$ cat src/rtl/seg_scan_driver.sv
// -----------------------------------------------------------------------------
// seg_scan_driver
//
// Time-multiplexed seven-segment output stage. A three-digit code set
// (hundreds/tens/units) is captured on an in_valid pulse and scanned onto one
// shared segment bus with one-hot digit enables. An optional blank gap follows
// every digit slot to suppress ghosting. The display returns to blank after a
// configurable number of frames with no new data.
//
// New data arriving mid-frame is parked in a shadow set and only promoted at
// the frame boundary, so a frame never mixes old and new digits.
//
// Parameters:
//   SCAN_DIV       cycles each digit is driven per frame (>= 1)
//   DEAD_CYC       blank cycles after each digit slot (0 = no gap)
//   TIMEOUT_FRAMES frames shown without new data before blanking (0 = never)
//
// Ports:
//   clk      in   system clock, rising edge
//   rst_n    in   asynchronous active-low reset
//   in_valid in   one-cycle pulse, segment inputs valid
//   seg_100  in   [6:0] hundreds code, abcdefg, active-high
//   seg_10   in   [6:0] tens code
//   seg_1    in   [6:0] units code
//   seg_out  out  [6:0] shared segment bus, registered
//   dig_en   out  [2:0] one-hot digit enable, registered ([2]=hundreds)
//   active   out  high whenever the scanner is not idle, registered
//
// Build option:
//   SEG_LZB_EN  when defined, leading zeros (code 7'b1111110) in the hundreds
//               slot, and in the tens slot when hundreds is also zero, are
//               blanked. Slot timing is not affected.
// -----------------------------------------------------------------------------
module seg_scan_driver #(
    parameter int SCAN_DIV       = 4,
    parameter int DEAD_CYC       = 1,
    parameter int TIMEOUT_FRAMES = 16
) (
    input  logic       clk,
    input  logic       rst_n,
    input  logic       in_valid,
    input  logic [6:0] seg_100,
    input  logic [6:0] seg_10,
    input  logic [6:0] seg_1,
    output logic [6:0] seg_out,
    output logic [2:0] dig_en,
    output logic       active
);

    // One counter serves both ON and GAP slots, so size it for the longer one.
    localparam int CC_SPAN = (SCAN_DIV > DEAD_CYC) ? SCAN_DIV : DEAD_CYC;
    localparam int CC_W    = (CC_SPAN > 1) ? $clog2(CC_SPAN) : 1;
    localparam int FC_W    = (TIMEOUT_FRAMES > 1) ? $clog2(TIMEOUT_FRAMES) : 1;

    localparam logic [CC_W-1:0] ON_LAST  = CC_W'(SCAN_DIV - 1);
    localparam logic [CC_W-1:0] GAP_LAST = CC_W'((DEAD_CYC > 0) ? DEAD_CYC - 1 : 0);
    localparam logic [FC_W:0]   TO_LIM   = (FC_W + 1)'(TIMEOUT_FRAMES);
    localparam logic [FC_W:0]   FC_ONE   = (FC_W + 1)'(1);
    localparam logic [FC_W-1:0] FC_MAX   = '1;

    typedef enum logic [1:0] {
        IDLE = 2'd0,
        ON   = 2'd1,
        GAP  = 2'd2
    } state_t;

    // Code sets are indexed by digit position: [0]=hundreds, [1]=tens, [2]=units.
    logic [2:0][6:0] seg_in;
    assign seg_in = {seg_1, seg_10, seg_100};

    state_t          state,  state_nxt;
    logic [1:0]      dix,    dix_nxt;
    logic [CC_W-1:0] cc,     cc_nxt;
    logic [FC_W-1:0] fc,     fc_nxt;
    logic            pend,   pend_nxt;
    logic [2:0][6:0] act,    act_nxt;
    logic [2:0][6:0] sh,     sh_nxt;
    logic            boundary;

    logic [6:0]      seg_nxt;
    logic [2:0]      dig_nxt;
    logic            active_nxt;
    logic            blank;

    function automatic logic [6:0] slot_code(input logic [1:0] d, input logic [2:0][6:0] codes);
        case (d)
            2'd0:    return codes[0];
            2'd1:    return codes[1];
            default: return codes[2];
        endcase
    endfunction

    function automatic logic [2:0] slot_enable(input logic [1:0] d);
        case (d)
            2'd0:    return 3'b100;
            2'd1:    return 3'b010;
            default: return 3'b001;
        endcase
    endfunction

`ifdef SEG_LZB_EN
    localparam logic [6:0] SEG_ZERO = 7'b1111110;

    function automatic logic lzb_blank(input logic [1:0] d, input logic [2:0][6:0] codes);
        case (d)
            2'd0:    return (codes[0] == SEG_ZERO);
            2'd1:    return (codes[0] == SEG_ZERO) && (codes[1] == SEG_ZERO);
            default: return 1'b0;
        endcase
    endfunction

    assign blank = lzb_blank(dix_nxt, act_nxt);
`else
    assign blank = 1'b0;
`endif

    // State and output registers. Outputs are registered from the next-state
    // decode so the first digit appears on the cycle after the capture pulse.
    always_ff @(posedge clk or negedge rst_n) begin
        if (!rst_n) begin
            state   <= IDLE;
            dix     <= '0;
            cc      <= '0;
            fc      <= '0;
            pend    <= 1'b0;
            act     <= '0;
            sh      <= '0;
            seg_out <= '0;
            dig_en  <= '0;
            active  <= 1'b0;
        end else begin
            state   <= state_nxt;
            dix     <= dix_nxt;
            cc      <= cc_nxt;
            fc      <= fc_nxt;
            pend    <= pend_nxt;
            act     <= act_nxt;
            sh      <= sh_nxt;
            seg_out <= seg_nxt;
            dig_en  <= dig_nxt;
            active  <= active_nxt;
        end
    end

    // Next-state decode: slot sequencing, frame boundary and data capture.
    always_comb begin
        state_nxt = state;
        dix_nxt   = dix;
        cc_nxt    = cc;
        fc_nxt    = fc;
        pend_nxt  = pend;
        act_nxt   = act;
        sh_nxt    = sh;
        boundary  = 1'b0;

        case (state)
            IDLE: begin
                if (in_valid) begin
                    act_nxt   = seg_in;
                    pend_nxt  = 1'b0;
                    fc_nxt    = '0;
                    dix_nxt   = '0;
                    cc_nxt    = '0;
                    state_nxt = ON;
                end
            end
            ON: begin
                if (cc == ON_LAST) begin
                    cc_nxt = '0;
                    if (DEAD_CYC != 0) begin
                        state_nxt = GAP;
                    end else if (dix == 2'd2) begin
                        boundary = 1'b1;
                    end else begin
                        dix_nxt = dix + 2'd1;
                    end
                end else begin
                    cc_nxt = cc + 1'b1;
                end
            end
            GAP: begin
                if (cc == GAP_LAST) begin
                    cc_nxt = '0;
                    if (dix == 2'd2) begin
                        boundary = 1'b1;
                    end else begin
                        dix_nxt   = dix + 2'd1;
                        state_nxt = ON;
                    end
                end else begin
                    cc_nxt = cc + 1'b1;
                end
            end
            default: begin
                state_nxt = IDLE;
            end
        endcase

        if (boundary) begin
            // Last cycle of a frame: fresh input beats parked shadow data,
            // which beats the idle timeout.
            dix_nxt   = '0;
            state_nxt = ON;
            if (in_valid) begin
                act_nxt  = seg_in;
                pend_nxt = 1'b0;
                fc_nxt   = '0;
            end else if (pend) begin
                act_nxt  = sh;
                pend_nxt = 1'b0;
                fc_nxt   = '0;
            end else if ((TIMEOUT_FRAMES != 0) && (({1'b0, fc} + FC_ONE) == TO_LIM)) begin
                state_nxt = IDLE;
            end else if (fc != FC_MAX) begin
                fc_nxt = fc + 1'b1;
            end
        end else if ((state != IDLE) && in_valid) begin
            sh_nxt   = seg_in;
            pend_nxt = 1'b1;
        end
    end

    // Output decode from the next state; blank whenever no digit is enabled.
    always_comb begin
        seg_nxt    = '0;
        dig_nxt    = '0;
        active_nxt = (state_nxt != IDLE);
        if ((state_nxt == ON) && !blank) begin
            dig_nxt = slot_enable(dix_nxt);
            seg_nxt = slot_code(dix_nxt, act_nxt);
        end
    end

endmodule

$ cat config.mk
export PLATFORM = sky130hd
export DESIGN_NAME = seg_scan_driver
export DESIGN_NICKNAME = d
export VERILOG_FILES = /design/src/rtl/seg_scan_driver.sv
export SDC_FILE = /design/constraint.sdc
export NUM_CORES = 1
export LEC_CHECK = 0
export ABC_AREA = 1
export CAP_MARGIN = 20
export CORE_MARGIN = 3
export CORE_UTILIZATION = 58
export CTS_CLUSTER_DIAMETER = 60
export DETAILED_ROUTE_END_ITERATION = 8
export GPL_TIMING_DRIVEN = 0
export PLACE_DENSITY_LB_ADDON = 0.2
export SYNTH_ARGS = -nofsm -noshare
export SYNTH_HDL_FRONTEND = slang
export SYNTH_SLANG_ARGS = --single-unit
$ cat constraint.sdc
create_clock -name clk -period 1.8 [get_ports clk]
set_input_delay 0.27 -clock clk [delete_from_list [all_inputs] [get_ports clk]]
set_output_delay 0.27 -clock clk [all_outputs]
set_load 0.01 [all_outputs]
After elaboration in Yosys (flattened, before gate mapping)
Cells that the tools add are included.
{ "op_classes": {"n_lt_le_gt_ge": 0, "n_mux": 43, "n_mul": 0, "bitwise_logic": 1, "n_eq_ne": 9, "n_shift": 0, "n_reduce_logical": 9, "addsub": 4, "div_mod_pow": 0} }
{ "op_table": {"columns": ["cell", "count"], "rows": [
  ["21-bit two-way mux", 5],
  ["4-bit two-way mux", 7],
  ["2-bit two-way mux", 12],
  ["7-bit one-hot mux with 2 select lines", 1],
  ["1-bit two-way mux", 12],
  ["2-bit one-hot mux with 3 select lines", 2],
  ["7-bit two-way mux", 1],
  ["2-bit by 1-bit equality test with 1-bit output, second input constant", 3],
  ["2-bit equality test, second input constant", 3],
  ["2-bit logical NOT", 3],
  ["3-bit one-hot mux with 2 select lines", 1],
  ["4-bit by 1-bit adder with 5-bit output, second input constant", 1],
  ["5-bit equality test, second input constant", 1],
  ["2-bit by 1-bit adder with 2-bit output, second input constant", 2],
  ["4-bit by 1-bit adder with 4-bit output, second input constant", 1],
  ["4-bit inequality test, second input constant", 1],
  ["2-bit one-hot mux with 2 select lines", 1],
  ["2-bit AND reduction", 2],
  ["2-bit nonzero test", 2],
  ["3-bit two-way mux", 1],
  ["3-bit nonzero test", 1],
  ["2-bit inequality test, second input constant", 1],
  ["1-bit logical AND", 1],
  ["1-bit NOT", 1]
]} }
{ "word_totals": {"ramBits": 0, "rom_bits": 0, "out_inout_bits": 11, "word_cells": 80, "register_bits": 64, "latchBits": 0, "n_memories": 0, "input_bits": 24} }

Depth between registers and ports, before layout
{ "logic_depth": {"ltp_word": 8, "mapped_depth": 14} }

Worst setup path after synthesis
No wires, ideal clock.
{ "synth_path": {"path_type": "reg2reg", "start": "register state[0]", "end": "register seg_out[0]", "path_buffers": 2, "path_stages_with_launch": 15, "setup_slack_ns": 0.169, "required_ns": 1.685, "arrival_ns": 1.516, "cell_sequence": "dfrtp_1 inv_1 ha_1 buf_6 nand3_2 buf_6 nand2_2 inv_2 nand2_2 nor2_4 inv_4 nand2_4 inv_2 nand2_1 nor2_1"} }
{ "synth_between": {"elab_cells_between_ends": 21, "cone_classes": "eq/ne: 4; mux: 15; reduce/logical: 2"} }
{ "synth_lines": {"columns": ["item", "line", "source"], "rows": [
  ["start: declaration", "71", "state_t state, state_nxt;"],
  ["start signal: assignment", "132", "state <= state_nxt;"],
  ["2-bit equality test, or another cell as far along", "156", "case (state)"],
  ["2-bit one-hot mux with 3 select lines / 1-bit two-way mux (equally long branches)", null, null],
  ["2-bit two-way mux (*)", "199", "if (boundary) begin"],
  ["via state_nxt[1]", "71", null],
  ["2-bit by 1-bit equality test with 1-bit output (*)", "228", "if ((state_nxt == ON) && !blank) begin"],
  ["7-bit two-way mux (*)", "228", null],
  ["via seg_nxt[0]", "80", "logic [6:0] seg_nxt;"],
  ["end signal: assignment", "139", "seg_out <= seg_nxt;"],
  ["end: declaration", "45", "output logic [6:0] seg_out,"]
]} }
The timed path passes the listed nets; every way through them passes the cells marked *.
A chain may end at the register's enable or synchronous reset.

Worst setup path after layout
{ "layout_path": {"start": "register dix[1]", "end": "register seg_out[3]"} }
{ "layout_between": {"elab_chain_len": 8, "elab_cells_between_ends": 20, "cone_classes": "add/sub: 1; eq/ne: 3; mux: 15; reduce/logical: 1"} }
{ "layout_rtl": {"columns": ["item", "line", "source"], "rows": [
  ["start: declaration", "72", "logic [1:0] dix, dix_nxt;"],
  ["start signal: assignment", "133", "dix <= dix_nxt;"],
  ["2-bit by 1-bit adder with 2-bit output / 2-bit equality test (equally long branches)", "187, 184", null],
  ["2-bit two-way mux / 1-bit two-way mux (equally long branches)", "184", "if (dix == 2'd2) begin"],
  ["2-bit two-way mux / 1-bit two-way mux (equally long branches)", "182", "if (cc == GAP_LAST) begin"],
  ["2-bit one-hot mux with 2 select lines / 1-bit two-way mux (equally long branches)", null, null],
  ["2-bit two-way mux", "199", null],
  ["2-bit by 1-bit equality test with 1-bit output / 2-bit logical NOT (equally long branches)", "86", "case (d)"],
  ["7-bit one-hot mux with 2 select lines", "86", null],
  ["7-bit two-way mux (*)", "228", null],
  ["via seg_nxt[3]", "80", null]
]} }
Marked as above.

==> run metrics <==
register bit count reported by yosys=64; Post-Route WL=10.9 mm; main flop type after synthesis=dfrtp_1; max cap viols=0; Post-synth EDFFs=0; Setup TNS Final=-10.8 ps; Detail Route Antenna Nets=0; vias in the first global route=3435; CP arrival=2070 ps; crit start category=flop; DRT Pass-1 Iters=5; PwrDens=657 nW/um^2; GR Overflow Total=0; crit share post-route=101%; Hold Slack=-3.39 ps; worst path required time=2060 ps; setup violators final=1; clk_lat worst skew=350 ps; core area=6130 um^2; Routed WL per cell=17.0 um; Setup CP Type=flop to flop; Final nets=596; failing checks=hold timing, setup timing; layout cell share with drive strength beyond 1=21.6%; final instance area=4780 um^2; Post-Place Worst Slack=-249 ps; Max IR drop VDD=534 uV; R2R Setup Slk=-10 ps; Power Total=3.14 mW; LEAKAGE=2.39 nW; DIE AREA=7570 um^2; Rows=28; critical path's top delay family=simple AND/OR/NAND/NOR gates; Mean Syn Cell Area=7.65 um^2; Worst Setup End Kind=flop; initial core utilization=62.1%; yosys warns=0; CP bufs+invs=2; min Tclk post-route=1810 ps; Achievable Freq=552 MHz; Hold Fails Final Rpt=7; Slew HR=45.5%; I/O Pins=35; Layout Cells excl Fill=640; worst-case clock buffer depth=2; Vias=3802; Min-Delay Path Class=primary input to asynchronous set/reset pin; detailed placement HPWL=6.62 mm; first-pass GRT wire length=16.2 mm; Root Buffer=clkbuf_8; status=finished, violations left; top cell type's share of synthesized area=42.1%; port buffer count=33; RSZ-0062 raised after global routing=yes; placed insts=606; largest net degree at the start of global routing=65; area delta synth->final=25.5%; post-synthesis sequential area ratio=42.1%; CTS tree=built; H-tree depth=3; Synth area leaders=dfrtp_1 42%, nand2_1 13%, inv_1 5.8%, a21oi_1 3.7%, nand3_1 3.7%; Slew Limit Fails=0; Netlist cell types=32; most numerous cell in the Yosys netlist=nand2_1; Post-synth ARST share=100%; vias per std cell=5.94; critical path, cell by cell=inv_1 > ha_1 > nand2_1 > o21ai_1 > nand2_1 > nand2_8 > buf_12 > nand3_1 > nand3_1 > a21oi_1; iteration-0 DRC count of the detailed router=471; diode count=0; Clock Skew=10.3 ps; Die W=87.0 um; Gate Count Post-Synth=498; top fanout value on the critical path=5; Mapped Area=3810 um^2; CTS buffer count=9; GRT Util Overall=27.7%; Placement Cell Area=4230 um^2; Mapped Nets=533; slew at the pin closest to its max-slew limit=818 ps; CTS sink count=64; die height=87.0 um; Final Core Density=78.0%; slowest CP cell=dfrtp_1; Synth top cells by count=135 x nand2_1, 64 x dfrtp_1, 59 x inv_1, 30 x nor2_1; clock-pin slew on the worst setup and hold paths=70 ps; Final GP Congestion=0.928; DRC=0; antenna violations before repair=0; Final WS setup=-10.8 ps; Yosys top cell by area=dfrtp_1; CP peak stage delay=450 ps
## placed cells by master (no fill, tap or decap), types with 6 or more instances in the layout
cell             synthesis  layout
a21oi_1                 28      27
a21oi_2                  5       6
a22oi_1                 12      12
buf_4                    2      20
buf_6                    7       6
clkbuf_8                 0      11
clkdlybuf4s50_1          0      32
dfrtp_1                 64      63
ha_1                    11       7
inv_1                   59      54
inv_2                   11      14
nand2_1                135     134
nand2_2                 13      12
nand3_1                 28      27
nand4_1                  6       6
nor2_1                  30      29
o21ai_0                 24      22
o21ai_1                 17      17
o21ai_2                  9      11
## final cells by class
cell class                      instances  area, um^2
Sequential cell                        64        1600
Clock buffer                           12         155
Fill cell                             391        1350
Clock inverter                          3        17.5
Tap cell                               75        93.8
Inverter                               72         288
Timing Repair Buffer                   53         554
Buffer                                 23         195
Multi-Input combinational cell        338        1870
## logic make-up after synthesis
logic type      share of synthesized area, %
mux                                    0.591
flops                                   42.1
buf+inv                                 11.6
simple gates                            26.1
compound gates                          16.0
fa+ha+maj                               3.61
## metal layers
| metal | global-route usage [%] | vias to the layer above | part of all wire [%] |
|---|---|---|---|
| met2 | 44.7 | 260 | 47 |
| met1 | 36.4 | 1770 | 39 |
| met3 | 6.15 | 54 | 10 |
| met5 | 0 | - | 0 |
| li1 | - | 1718 | - |
| met4 | 10.9 | 0 | 3.7 |
## flip-flops by register name (all words and copies together), names as in the netlist
signal and count:
seg_out 7, cc 2, dig_en 3, pend 1, act 21, state 2
sh 21, dix 2, active 1, fc 4
## path summary, 6_finish.rpt
kind / start / end / cells after the start
worst min register to register: sh[1]$_DFFE_PN0P_ / sh[1]$_DFFE_PN0P_ / 2
worst max-delay path: dix[1]$_DFF_PN0_ / seg_out[3]$_DFF_PN0_ / 10
max in group asynchronous: rst_n / state[1]$_DFF_PN0_ / 1
min in group clk: in_valid / act[10]$_DFF_PN0_ / 6
worst min-delay path: rst_n / sh[6]$_DFFE_PN0P_ / 1
worst max register to register: dix[1]$_DFF_PN0_ / seg_out[3]$_DFF_PN0_ / 10
## worst register-to-register path, delay by kind of cell, from the launching register on
family / cells / cell delay (ps)
flops: 1 / 450
buf+inv: 2 / 240
fa+ha+maj: 1 / 270
simple gates: 5 / 510
compound gates: 2 / 250
## power by group
part	switching, mW	internal, mW	total [mW]
Clock	0.566	0.563	1.13
Combinational	0.251	0.179	0.431
Sequential	0.0439	1.54	1.58
Total	0.861	2.28	3.14
## what timing repair did
| action | 4_1_cts | 5_1_grt |
|---|---|---|
| cloned | 0 | 3 |
| setup endpoints to repair | 46 | 44 |
| hold endpoints to repair | 0 | 0 |
| pin swaps | 1 | 15 |
| setup buffers | 1 | 17 |
| gates resized for setup | 9 | 43 |
| hold buffers | 0 | 0 |
Note: power is estimated with default switching activity, not from simulation.
